===== config.mk =====
export PLATFORM = sky130hd
export DESIGN_NAME = quarter_square_table_writer
export DESIGN_NICKNAME = d
export VERILOG_FILES = /design/src/rtl/quarter_square_table_writer.sv
export SDC_FILE = /design/constraint.sdc
export NUM_CORES = 1
export LEC_CHECK = 0
export ABC_AREA = 1
export BUFFER_PORTS_ARGS = -buffer_cell sky130_fd_sc_hd__buf_4
export CORE_MARGIN = 3
export CORE_UTILIZATION = 40
export CTS_BUF_LIST = sky130_fd_sc_hd__clkbuf_8 sky130_fd_sc_hd__clkbuf_16
export DETAILED_ROUTE_END_ITERATION = 7
export PLACE_DENSITY = 0.62
export SLEW_MARGIN = 5
export SYNTH_ARGS = -nofsm -noshare
export SYNTH_HDL_FRONTEND = slang
export SYNTH_SLANG_ARGS = --single-unit

===== constraint.sdc =====
create_clock -name clk -period 3.9 [get_ports clk]
set_clock_uncertainty 0.1 [all_clocks]
set_input_delay 0.195 -clock clk [delete_from_list [all_inputs] [get_ports clk]]
set_output_delay 0.195 -clock clk [all_outputs]
set_load 0.03 [all_outputs]

===== src/rtl/quarter_square_table_writer.sv =====
// rtl/quarter_square_table_writer.sv - streams the quarter-square sum/difference tables to a sink
module quarter_square_table_writer #(
  parameter bit AUTO_START = 1'b1
) (
  input  logic        clk,
  input  logic        reset,
  input  logic        start,
  output logic        wr_valid,
  input  logic        wr_ready,
  output logic [8:0]  wr_addr,
  output logic [15:0] sum_data,
  output logic [15:0] diff_data,
  output logic        busy,
  output logic        done
);

  typedef enum logic [1:0] {ST_IDLE, ST_FILL, ST_DONE} state_t;

  state_t      state_q;
  logic        auto_q;
  logic        valid_q;
  logic        busy_q;
  logic        done_q;
  logic [8:0]  addr_q;
  logic [15:0] sum_q;
  logic [15:0] diff_q;

  logic [9:0]  half_n;
  logic [9:0]  half_m;
  logic [15:0] sum_d;
  logic [15:0] diff_d;

  // (n+1)>>1 for the sum step, and m>>1 with m = 512-n for the mirrored difference step
  assign half_n = ({1'b0, addr_q} + 10'd1) >> 1;
  assign half_m = (10'd512 - {1'b0, addr_q}) >> 1;

  // Next table words for address addr_q+1, built from the current words with add/subtract only
  always_comb begin
    sum_d  = sum_q + {6'b0, half_n};
    diff_d = diff_q;
    if (addr_q < 9'd255) begin
      diff_d = sum_d;
    end else if (addr_q == 9'd255) begin
      diff_d = 16'd16384;
    end else begin
      diff_d = diff_q - {6'b0, half_m};
    end
  end

  // Fill sequencer: IDLE/DONE wait for a start, FILL walks addresses 0..511 under handshake
  always_ff @(posedge clk or posedge reset) begin
    if (reset) begin
      state_q <= ST_IDLE;
      auto_q  <= AUTO_START;
      valid_q <= 1'b0;
      busy_q  <= 1'b0;
      done_q  <= 1'b0;
      addr_q  <= 9'd0;
      sum_q   <= 16'd0;
      diff_q  <= 16'd0;
    end else begin
      // The automatic start is offered only on the first clock after reset release
      auto_q <= 1'b0;
      case (state_q)
        ST_IDLE, ST_DONE: begin
          if (start || (state_q == ST_IDLE && auto_q)) begin
            state_q <= ST_FILL;
            valid_q <= 1'b1;
            busy_q  <= 1'b1;
            done_q  <= 1'b0;
            addr_q  <= 9'd0;
            sum_q   <= 16'd0;
            diff_q  <= 16'd0;
          end
        end
        ST_FILL: begin
          if (wr_ready) begin
            if (addr_q == 9'd511) begin
              state_q <= ST_DONE;
              valid_q <= 1'b0;
              busy_q  <= 1'b0;
              done_q  <= 1'b1;
            end else begin
              addr_q <= addr_q + 9'd1;
              sum_q  <= sum_d;
              diff_q <= diff_d;
            end
          end
        end
        default: begin
          state_q <= ST_IDLE;
          valid_q <= 1'b0;
          busy_q  <= 1'b0;
          done_q  <= 1'b0;
        end
      endcase
    end
  end

  assign wr_valid  = valid_q;
  assign busy      = busy_q;
  assign done      = done_q;
  assign wr_addr   = addr_q;
  assign sum_data  = sum_q;
  assign diff_data = diff_q;

endmodule


==> PnR_summary.wiki <==
{| class="wikitable"
! Metric !! Value
|-
| Synth Net Count || 545
|-
| Overall track demand over capacity in global routing || 20.5%
|-
| Number of cells on the worst reg-to-reg path || 16
|-
| Mean routed wirelength per cell || 14.7 um
|-
| Run status || completed
|-
| Length of the first detailed-routing pass in iterations || 5
|-
| Total gr overflow || 0
|-
| Number of gates resized after cts || 0
|-
| Final cell area excluding filler cells || 0.00414 mm2
|-
| Vias in the first global route || 3444
|-
| Worst Hold Class || in -> async
|-
| Buffer count from post-CTS setup fixing || 0
|-
| CP endpoint kind || flop
|-
| Overall die area || 0.0102 mm2
|-
| CTS Buf Count || 5
|-
| Switching share of power || 51.6%
|-
| Combinational family with the most area after synthesis || simple AND/OR/NAND/NOR gates
|-
| Final hold slack || between 0.02 and 0.025 ns
|-
| Post-synth EDFFs || 0
|-
| Post-synthesis instance area || around 0.0036 mm2
|-
| Actual slew at the worst max-slew pin || 1.00 ns
|-
| Synthesized-area fraction occupied by adder cells || about 9%
|-
| Post-synthesis async set-or-reset flop share || 100%
|-
| Number of nets in the layout || 590
|-
| Final WL || 9840 um
|-
| Total length of routed met3 wires || 498 um
|-
| H-tree level count || 2
|-
| Met2 routed wirelength || 4630 um
|-
| Vertical die dimension || 101 um
|-
| Peak supply drop || 401 uV
|-
| Most frequent CP cell || sky130_fd_sc_hd__nand3_1
|-
| CTS root buf || sky130_fd_sc_hd__clkbuf_8
|-
| Num ports || 48
|-
| Final critical-path share of the clock period || about three quarters
|-
| Final count of hold timing violations || 0
|-
| Internal || 1330 uW
|-
| Clk sink count || 45
|-
| Proportion of power drawn by combinational gates || 63.0%
|-
| Worst path required time || 3.99 ns
|-
| Half-perimeter wire length after detailed placement || 7530 um
|-
| Most common flop cell mapped by yosys || sky130_fd_sc_hd__dfrtp_1
|-
| Starting density of the core || 41.3%
|-
| Flop pwr share || between 20% and 30%
|-
| Synthesized netlist cell count || 517
|-
| Port buffer count || 47
|-
| Upper clock frequency limit || 334 MHz
|-
| TritonCTS clock tree || yes
|-
| DRC || 0
|-
| Final period demand of the worst path || 3.00 ns
|-
| Sequential fraction of the synthesis area || 31.3%
|-
| Horizontal extent of the die || 101 um
|-
| Maximum fanout encountered on the critical timing path || 7
|-
| Core Area || approximately 0.0087 mm2
|-
| Placed cell area || 0.00402 mm2
|-
| Cell family with most CP delay || simple AND/OR/NAND/NOR gates
|-
| Number of unique standard cell types used by synthesis || 36
|-
| Count of maximum capacitance violations || 0
|-
| R2R Setup Slk || approximately 0.90 ns
|-
| Post-synthesis share of cell area spent on xor and xnor gates || just under 4%
|-
| Number of buffer and inverter instances along the worst setup path || 2
|-
| Fraction of final layout cells with drive strength greater than 1 || 16.3%
|-
| Layout overhead on the synthesized area || 14.9%
|-
| Vias per cell || 5.18
|-
| DRT iter0 DRCs || 213
|-
| Slowest Stage Delay on Critical Path || 0.45 ns
|-
| Row Count || 34
|-
| Avg Cell Area, Syn || 6.97 um2
|-
| Post-synthesis mux area share || 0%
|-
| Net switching component of the power || around 1400 uW
|-
| Setup Total Neg Slack || 0 ns
|-
| Area share of the leading cell type in the synthesized netlist || 30.5%
|-
| Register bit total from synthesis || 45
|-
| Worst-path cell chain || ha_1, nand2_1, nor2_1, inv_1, nor3_1, ha_1, inv_1, ha_1, nand2_1, nand2_1, a21oi_1, nand3_1, nand3_1, nand3_1, nand3_1, o21ai_2
|-
| Classification of the worst setup path || reg -> reg
|-
| Critical R2R Launch || wr_addr[0]
|-
| Cells taking the most area after synthesis || sky130_fd_sc_hd__dfrtp_1, sky130_fd_sc_hd__nand2_1, sky130_fd_sc_hd__nand3_1
|-
| Maximum root-to-sink buffer count || 2
|-
| Total vias in the final route || 3473
|-
| N_diodes || 0
|-
| Count of yosys warnings during synthesis || 0
|-
| Static Leak || 0.00235 uW
|-
| Worst slew margin || approximately a third
|-
| Endpoint of the worst register-to-register path || diff_data[14]
|-
| Hold buffer count at cts || 0
|-
| Wire length of the first global-routing pass || roughly 17000 um
|-
| CP max stage cell || sky130_fd_sc_hd__dfrtp_1
|-
| Number of pins exceeding their max-slew limit in the final report || 0
|-
| RSZ-0062 raised after global routing || no
|-
| Type of element launching the critical path || flop
|-
| Initial antenna violation count || 0
|-
| Synth area leader || sky130_fd_sc_hd__dfrtp_1
|-
| Global placer's final weighted congestion || roughly 0.96
|-
| # setup viols final || 0
|-
| Pin count of the biggest net entering global routing || 46
|-
| ANT nets after route || 0
|-
| Simple-gate area share of the yosys netlist || 32.9%
|-
| Routed metal-1 wire length || 4630 um
|-
| Top cells by count, synth || sky130_fd_sc_hd__nand2_1, sky130_fd_sc_hd__inv_1, sky130_fd_sc_hd__nand3_1, sky130_fd_sc_hd__dfrtp_1, sky130_fd_sc_hd__nor2_1
|-
| Signal arrival time at the worst endpoint || 3.08 ns
|-
| Most frequent cell after synthesis || sky130_fd_sc_hd__nand2_1
|-
| Top Metal Used || met4
|-
| Clock insertion delay at the later pin of the skew report || 0.31 ns
|-
| Clock slew seen by the registers of the worst setup and hold paths || 0.10 ns
|-
| Power Density || about 660 mW/mm2
|-
| Complex-gate fraction of the synthesized area || 12.8%
|-
| Clock network fraction of total power || 13.9%
|}
-- flip-flops by register name, indices dropped and copies added (netlist names) --
| signal | flops |
|---|---|
| diff_data | 16 |
| sum_data | 16 |
| wr_addr | 9 |
| state_q | 2 |
| auto_q | 1 |
| busy | 1 |
-- logic make-up (layout without fill, tap and decap cells) --
| logic type | count (synthesis) | after routing |
|---|---|---|
| other | 1 | 1 |
| DFF | 45 | 45 |
| buffers and inverters | 88 | 134 |
| adders and majority gates | 24 | 24 |
| xor gates and xnor gates | 16 | 16 |
| AOI/OAI and AO/OA | 68 | 68 |
| and+or+nand+nor | 275 | 275 |
-- layer usage --
layer  track usage [%]  up-vias
li1                  -     1762
met1              27.3     1613
met2              34.0       90
met3              3.74        8
met4              5.42        0
met5                 0        -
-- power by group through the flow --
stage          registers, uW  logic (uW)  clock network (uW)
2_1_floorplan            769        1190                   0
3_3_place_gp             641        1700                   0
3_5_place_dp             643        1730                   0
4_1_cts                  635        1730                 389
5_1_grt                  650        1930                 410
6_report                 635        1730                 380
-- cell usage in the layout (no fill, tap or decap), types with 2 or more instances in the layout --
master and count:
sky130_fd_sc_hd__nor2_1 34, sky130_fd_sc_hd__ha_1 22, sky130_fd_sc_hd__xnor2_1 5, sky130_fd_sc_hd__o22ai_2 6, sky130_fd_sc_hd__nor3_1 4, sky130_fd_sc_hd__nand2_1 157, sky130_fd_sc_hd__inv_1 72, sky130_fd_sc_hd__inv_2 6
sky130_fd_sc_hd__buf_4 48, sky130_fd_sc_hd__or2_2 2, sky130_fd_sc_hd__nor2_2 2, sky130_fd_sc_hd__o21ai_2 14, sky130_fd_sc_hd__o21ai_0 19, sky130_fd_sc_hd__nand4_1 4, sky130_fd_sc_hd__a22o_1 3, sky130_fd_sc_hd__a21oi_1 20
sky130_fd_sc_hd__xor2_1 11, sky130_fd_sc_hd__fa_1 2, sky130_fd_sc_hd__o211ai_1 4, sky130_fd_sc_hd__nand3_1 65, sky130_fd_sc_hd__clkbuf_8 6, sky130_fd_sc_hd__dfrtp_1 44
-- per-stage QoR --
step	std cells	setup WS (ns)	utilization [%]	power (uW)
2_1_floorplan	517	1.09	-	1960
3_3_place_gp	663	1.04	46.1	2340
3_5_place_dp	663	0.951	46.1	2370
4_1_cts	671	0.934	47.5	2760
5_1_grt	671	0.539	47.5	2990
6_report	671	0.902	47.5	2740
-- worst max path at each step --
stage / start / to / slack [ns] / depth (start not counted)
5_1_grt: wr_addr[0] / diff_data[12] / 0.54 / 16
4_1_cts: wr_addr[0] / diff_data[14] / 0.93 / 16
6_report: wr_addr[0] / diff_data[14] / 0.90 / 16
3_3_place_gp: wr_addr[0] / diff_data[14] / 1.04 / 16
2_1_floorplan: wr_addr[0] / diff_data[14] / 1.09 / 16
3_5_place_dp: wr_addr[0] / diff_data[14] / 0.95 / 16
-- layout make-up --
class | instances | area (um2)
tap | 108 | 135
multi-input combinational | 384 | 2110
clock buffer | 6 | 82.6
timing repair buffer | 48 | 360
sequential | 45 | 1130
clock inverter | 2 | 33.8
inverter | 78 | 295
fill | 890 | 4580
No activity file was read; power rests on OpenSTA's default activity.
